$ cat config.mk
export PLATFORM = sky130hd
export DESIGN_NAME = core_if_id_skid
export DESIGN_NICKNAME = d
export VERILOG_FILES = /design/src/rtl/core_if_id_skid_pkg.sv /design/src/rtl/core_if_id_skid_ff.sv /design/src/rtl/core_if_id_skid.sv
export SDC_FILE = /design/constraint.sdc
export NUM_CORES = 1
export LEC_CHECK = 0
export BUFFER_PORTS_ARGS = -buffer_cell sky130_fd_sc_hd__buf_2
export CORE_AREA = 2 2 113 115
export CTS_CLUSTER_SIZE = 12
export DETAILED_ROUTE_END_ITERATION = 7
export DIE_AREA = 0 0 115 117
export GPL_TIMING_DRIVEN = 0
export PLACE_DENSITY = 0.74
export SLEW_MARGIN = 20
export SYNTH_ARGS = -nofsm -noshare
export SYNTH_HDL_FRONTEND = slang
export SYNTH_SLANG_ARGS = --single-unit
$ cat constraint.sdc
create_clock -name clk -period 5.8 [get_ports clk]
set_clock_uncertainty 0.1 [all_clocks]
set_input_delay 0 -clock clk [delete_from_list [all_inputs] [get_ports clk]]
set_output_delay 0 -clock clk [all_outputs]
set_load 0.005 [all_outputs]
$ cat src/rtl/core_if_id_skid_pkg.sv
// Shared definitions for the IF/ID pipeline register.
// Supplies the legacy bus widths, the reset fetch address, the NOP encoding
// and the occupancy/state encodings used by core_if_id_skid.
package core_if_id_skid_pkg;

    localparam int          InstAddressBus = 32;
    localparam int          InstByteBus    = 32;
    localparam logic [31:0] CPURstAddress  = 32'h8000_0000;
    localparam logic [31:0] INST_NOP       = 32'h0000_0013;   // addi x0, x0, 0

    // State encoding doubles as the occupancy count.
    localparam logic [1:0]  IFID_EMPTY = 2'd0;
    localparam logic [1:0]  IFID_ONE   = 2'd1;
    localparam logic [1:0]  IFID_FULL  = 2'd2;

endpackage

$ cat src/rtl/core_if_id_skid_ff.sv
// gen_en_ff_n: width-parametrised register with load enable and an
// asynchronous active-low reset that loads the rst_val input.
// Ports: clk, rst_n (async, active-low), en (load enable),
//        rst_val (value taken on reset), d (next value), q (register).
module gen_en_ff_n #(
    parameter int W = 1
) (
    input  logic         clk,
    input  logic         rst_n,
    input  logic         en,
    input  logic [W-1:0] rst_val,
    input  logic [W-1:0] d,
    output logic [W-1:0] q
);

    always_ff @(posedge clk or negedge rst_n) begin
        if (!rst_n) begin
            q <= rst_val;
        end else if (en) begin
            q <= d;
        end
    end

endmodule

$ cat src/rtl/core_if_id_skid.sv
// core_if_id_skid: IF/ID pipeline register with valid/ready handshake, flush
// and an optional 2-entry skid buffer.
// Ports:
//   clk, rst (async, active-low), flush_i (discard everything held/incoming)
//   in_valid/in_ready/in_addr/in_inst     : fetch side
//   out_valid/out_ready/out_addr/out_inst : decode side (driven by main flops)
//   occupancy                              : entries held (0..2)
// With SKID=1 in_ready comes straight from a flop; with SKID=0 there is no
// skid entry and in_ready is ~out_valid | out_ready.
module core_if_id_skid
    import core_if_id_skid_pkg::*;
#(
    parameter int                 ADDR_W   = InstAddressBus,
    parameter int                 INST_W   = InstByteBus,
    parameter logic [ADDR_W-1:0]  RST_ADDR = ADDR_W'(CPURstAddress),
    parameter logic [INST_W-1:0]  NOP_INST = INST_W'(INST_NOP),
    parameter int                 SKID     = 1
) (
    input  logic              clk,
    input  logic              rst,
    input  logic              flush_i,
    input  logic              in_valid,
    output logic              in_ready,
    input  logic [ADDR_W-1:0] in_addr,
    input  logic [INST_W-1:0] in_inst,
    output logic              out_valid,
    input  logic              out_ready,
    output logic [ADDR_W-1:0] out_addr,
    output logic [INST_W-1:0] out_inst,
    output logic [1:0]        occupancy
);

    logic [1:0]        state_q, state_d;
    logic [ADDR_W-1:0] main_addr_q, main_addr_d, skid_addr_q, skid_addr_d;
    logic [INST_W-1:0] main_inst_q, main_inst_d, skid_inst_q, skid_inst_d;
    logic              main_en, skid_en;
    logic              in_ready_q, in_ready_d;
    logic              in_fire, out_fire;

    assign out_valid = (state_q != IFID_EMPTY);
    assign out_addr  = main_addr_q;
    assign out_inst  = main_inst_q;
    assign occupancy = state_q;

    assign in_ready = (SKID != 0) ? in_ready_q : (~out_valid | out_ready);
    assign in_fire  = in_valid & in_ready;
    assign out_fire = out_valid & out_ready;

    always_comb begin
        state_d     = state_q;
        main_en     = 1'b0;
        skid_en     = 1'b0;
        main_addr_d = main_addr_q;
        main_inst_d = main_inst_q;
        skid_addr_d = skid_addr_q;
        skid_inst_d = skid_inst_q;

        if (flush_i) begin
            // Redirect: drop both entries and anything fetched this cycle.
            state_d     = IFID_EMPTY;
            main_en     = 1'b1;
            skid_en     = 1'b1;
            main_addr_d = RST_ADDR;
            main_inst_d = NOP_INST;
            skid_addr_d = RST_ADDR;
            skid_inst_d = NOP_INST;
        end else begin
            case (state_q)
                IFID_EMPTY: begin
                    if (in_fire) begin
                        state_d     = IFID_ONE;
                        main_en     = 1'b1;
                        main_addr_d = in_addr;
                        main_inst_d = in_inst;
                    end
                end
                IFID_ONE: begin
                    if (in_fire && out_fire) begin
                        main_en     = 1'b1;
                        main_addr_d = in_addr;
                        main_inst_d = in_inst;
                    end else if (in_fire && (SKID != 0)) begin
                        // Decode stalled: park the new word behind the main entry.
                        state_d     = IFID_FULL;
                        skid_en     = 1'b1;
                        skid_addr_d = in_addr;
                        skid_inst_d = in_inst;
                    end else if (!in_fire && out_fire) begin
                        state_d     = IFID_EMPTY;
                        main_en     = 1'b1;
                        main_addr_d = RST_ADDR;
                        main_inst_d = NOP_INST;
                    end
                end
                IFID_FULL: begin
                    if (out_fire) begin
                        state_d     = IFID_ONE;
                        main_en     = 1'b1;
                        skid_en     = 1'b1;
                        main_addr_d = skid_addr_q;
                        main_inst_d = skid_inst_q;
                        skid_addr_d = RST_ADDR;
                        skid_inst_d = NOP_INST;
                    end
                end
                default: begin
                    state_d = IFID_EMPTY;
                end
            endcase
        end

        // Registered ready: next cycle can accept unless we are about to be full.
        in_ready_d = (state_d != IFID_FULL);
    end

    gen_en_ff_n #(.W(2)) u_state_ff (
        .clk(clk), .rst_n(rst), .en(1'b1), .rst_val(IFID_EMPTY),
        .d(state_d), .q(state_q)
    );

    gen_en_ff_n #(.W(1)) u_in_ready_ff (
        .clk(clk), .rst_n(rst), .en(1'b1), .rst_val(1'b1),
        .d(in_ready_d), .q(in_ready_q)
    );

    gen_en_ff_n #(.W(ADDR_W)) u_main_addr_ff (
        .clk(clk), .rst_n(rst), .en(main_en), .rst_val(RST_ADDR),
        .d(main_addr_d), .q(main_addr_q)
    );

    gen_en_ff_n #(.W(INST_W)) u_main_inst_ff (
        .clk(clk), .rst_n(rst), .en(main_en), .rst_val(NOP_INST),
        .d(main_inst_d), .q(main_inst_q)
    );

    gen_en_ff_n #(.W(ADDR_W)) u_skid_addr_ff (
        .clk(clk), .rst_n(rst), .en(skid_en), .rst_val(RST_ADDR),
        .d(skid_addr_d), .q(skid_addr_q)
    );

    gen_en_ff_n #(.W(INST_W)) u_skid_inst_ff (
        .clk(clk), .rst_n(rst), .en(skid_en), .rst_val(NOP_INST),
        .d(skid_inst_d), .q(skid_inst_q)
    );

endmodule

==> results.ini <==
[timing]
whs_ns=0.0319
rsz0062_at_grt=no
setup_tns_ns=0
finalSetupViolCount=0
hold_violations=0
worst_pin_slew_ns=0.644
max_freq_mhz=347
slew_headroom_pct=56.8
slew_violations=0
period_share_pct=49.7
final.min_clock_period_ns=2.88

[global_route]
grt_pass1_vias=5916
antenna_found_initial=0
grt_max_degree=92
grt_pass1_wl_um=29400
grt_overflow=0
grt.total_usage_pct=27.9

[synth]
ys.warnings.count=0
synthArstFlopShare_pct=100
synth.cell_area_mm2=0.00601
synth_seq_cells=131
postSynthAreaPerCell_um2=10.7
ys_seq_area_share_pct=54.7
synth_cell_types=41
synthesis.nets=635
synth_edf_count=0
synthFlopType=dfrtp_1
synthCells=562

[place]
dp_hpwl_um=11800
io_buffers=135
gp_congestion=0.818

[hold_path]
hold_class=input port to asynchronous set/reset pin

[worst_setup_path]
crit_buf_inv=3
start_kind=flip-flop
worst-path-stages=7
slowest_delay_ns=0.61
cp_max_fo=10
path_cells=inv_1 -> ha_1 -> clkinv_1 -> nor2_1 -> clkbuf_1 -> a22oi_1 -> o2bb2ai_1
critPathKind=flip-flop to flip-flop
cp.arrival_ns=3.12
cp_top_family=buffers and inverters
r2r_cells=7
crit_path_end_kind=flip-flop
cp_data_required_time_ns=6.04
crit_slowest_cell=nor2_1

[drt]
viasPerCell=6.21
ant_nets=0
firstDrtPassIters=5
vias=5882
detail_route.wl_per_cell_um=19.3
drc=0
wirelength_um=18300
drtIter0Drc=631

[clock_network]
cts_sinks=131
clk_latency_ns=0.42
cts_max_path_buffers=2
cts_resized=0
cts_buffers=17
cts.clk_slew.worst_paths_ns=0.05
root_buffer=clkbuf_16
htreeDepth=4
cts_setup_buffers=0
tritoncts=done
ctsHoldBuffers=69

[pwr]
swShare_pct=28.1
power.share.clock_pct=41.3
p_seq_share_pct=39.0
p_total_mw=2.61
powerDensity_mw_per_mm2=319
leakage_nw=3.68
ir_drop_mv=0.160
net-switching-power_mw=0.734
pwr-share-comb_pct=19.7
p_int_mw=1.88

[cells_and_area]
regArea_mm2=0.00329
nFillCells=971
area_growth_pct=36.4
fin_util_pct=66.6
layout-drive-gt1-share_pct=25.0
final_common_cell=buf_2
layout_common_cells=buf_2, dfrtp_1, dlygate4sd3_1
multi_input_area_mm2=0.00242
n_antenna_cell=0
nNetsFinal=859

[die]
start_util_pct=48.9
die_y_um=117
core_region_area_mm2=0.0123
die_w_um=115
fp-row-count=41
dieArea_mm2=0.0135
io_pins=137

[run]
maxCapViolations=0

[status]
status=complete, no violations

## layer usage
| layer | part of all wire [%] | routed length (um) | global-route usage, % | up-vias |
|---|---|---|---|---|
| li1 | - | - | - | 2636 |
| met1 | 43 | 7930 | 37.9 | 2889 |
| met2 | 48 | 8720 | 44.3 | 315 |
| met3 | 6.4 | 1180 | 5.82 | 42 |
| met4 | 2.4 | 435 | 11.2 | 0 |
| met5 | 0 | 0 | 0 | - |
## power groups by stage
| stage | combinational [mW] | sequential, mW | clock, mW |
|---|---|---|---|
| after floorplan | 0.261 | 1.03 | 0 |
| after global placement | 0.449 | 1.03 | 0 |
| after detailed placement | 0.467 | 1.03 | 0 |
| after global routing | 0.563 | 1.03 | 1.13 |
| final | 0.514 | 1.02 | 1.08 |
| after CTS | 0.507 | 1.02 | 1.09 |
## cell families after synthesis
kind of cell | count (synthesis) | share of synthesized area, %
XOR/XNOR | 1 | 0.146
multiplexers | 1 | 0.187
AO/OA/AOI/OAI | 266 | 30.5
adder cells (fa/ha/maj) | 5 | 0.999
flip-flops | 131 | 54.7
buffers and inverters | 74 | 5.14
AND/OR/NAND/NOR | 84 | 8.34
## synthesized netlist by cell type (2+ instances only)
master	count	area share, %
a21oi_1	65	5.4
a22oi_1	60	7.5
a2bb2oi_1	3	0.44
buf_2	7	0.58
buf_4	6	0.75
clkbuf_1	51	3.2
dfrtp_1	122	51
dfstp_2	9	3.9
ha_1	4	0.83
inv_1	8	0.50
nand2_1	6	0.37
nand2b_1	2	0.21
nand4_1	60	6.2
nor2_1	8	0.50
nor2b_1	2	0.21
o21ai_0	63	5.2
o2bb2ai_1	51	7.4
o2bb2ai_2	9	2.2
o32a_1	4	0.67
## cell type report
class	count	area share [%]
flip-flops and latches	131	40.1
multi-input cells	357	29.5
repair buffers	205	17.2
clock buffers	25	5.92
plain buffers	64	3.31
well taps	150	2.29
clock inverters	5	1.22
inverters	10	0.458
## metrics by stage
step | area (um2) | setup WS [ns] | cells
floorplan | 6010 | 3.79 | 562
global placement | 6880 | 2.97 | 847
detailed placement | 6920 | 2.95 | 848
CTS | 8200 | 2.93 | 947
global route | 8200 | 2.66 | 947
finish | 8200 | 2.92 | 947
## sequential cells by signal, indices dropped and copies added, names as in the netlist
name,cells
u_in_ready_ff.q,1
u_main_addr_ff.q,32
u_skid_addr_ff.q,32
u_state_ff.q,2
u_main_inst_ff.q,32
u_skid_inst_ff.q,32
## path summary, 6_finish.rpt
kind | startpoint | endpoint | slack (ns)
min reg2reg | u_main_inst_ff.q[0]$_DFFE_PN1P_ | u_main_inst_ff.q[0]$_DFFE_PN1P_ | 0.36
min | rst | u_main_inst_ff.q[4]$_DFFE_PN1P_ | 0.03
max reg2reg | u_state_ff.q[0]$_DFF_PN0_ | u_main_addr_ff.q[8]$_DFFE_PN0P_ | 2.92
max | u_state_ff.q[0]$_DFF_PN0_ | u_main_addr_ff.q[8]$_DFFE_PN0P_ | 2.92
min in group clk | in_valid | u_in_ready_ff.q$_DFF_PN1_ | 0.03
max in group asynchronous | rst | u_in_ready_ff.q$_DFF_PN1_ | 5.08
Power figures use the tool's default switching activity.
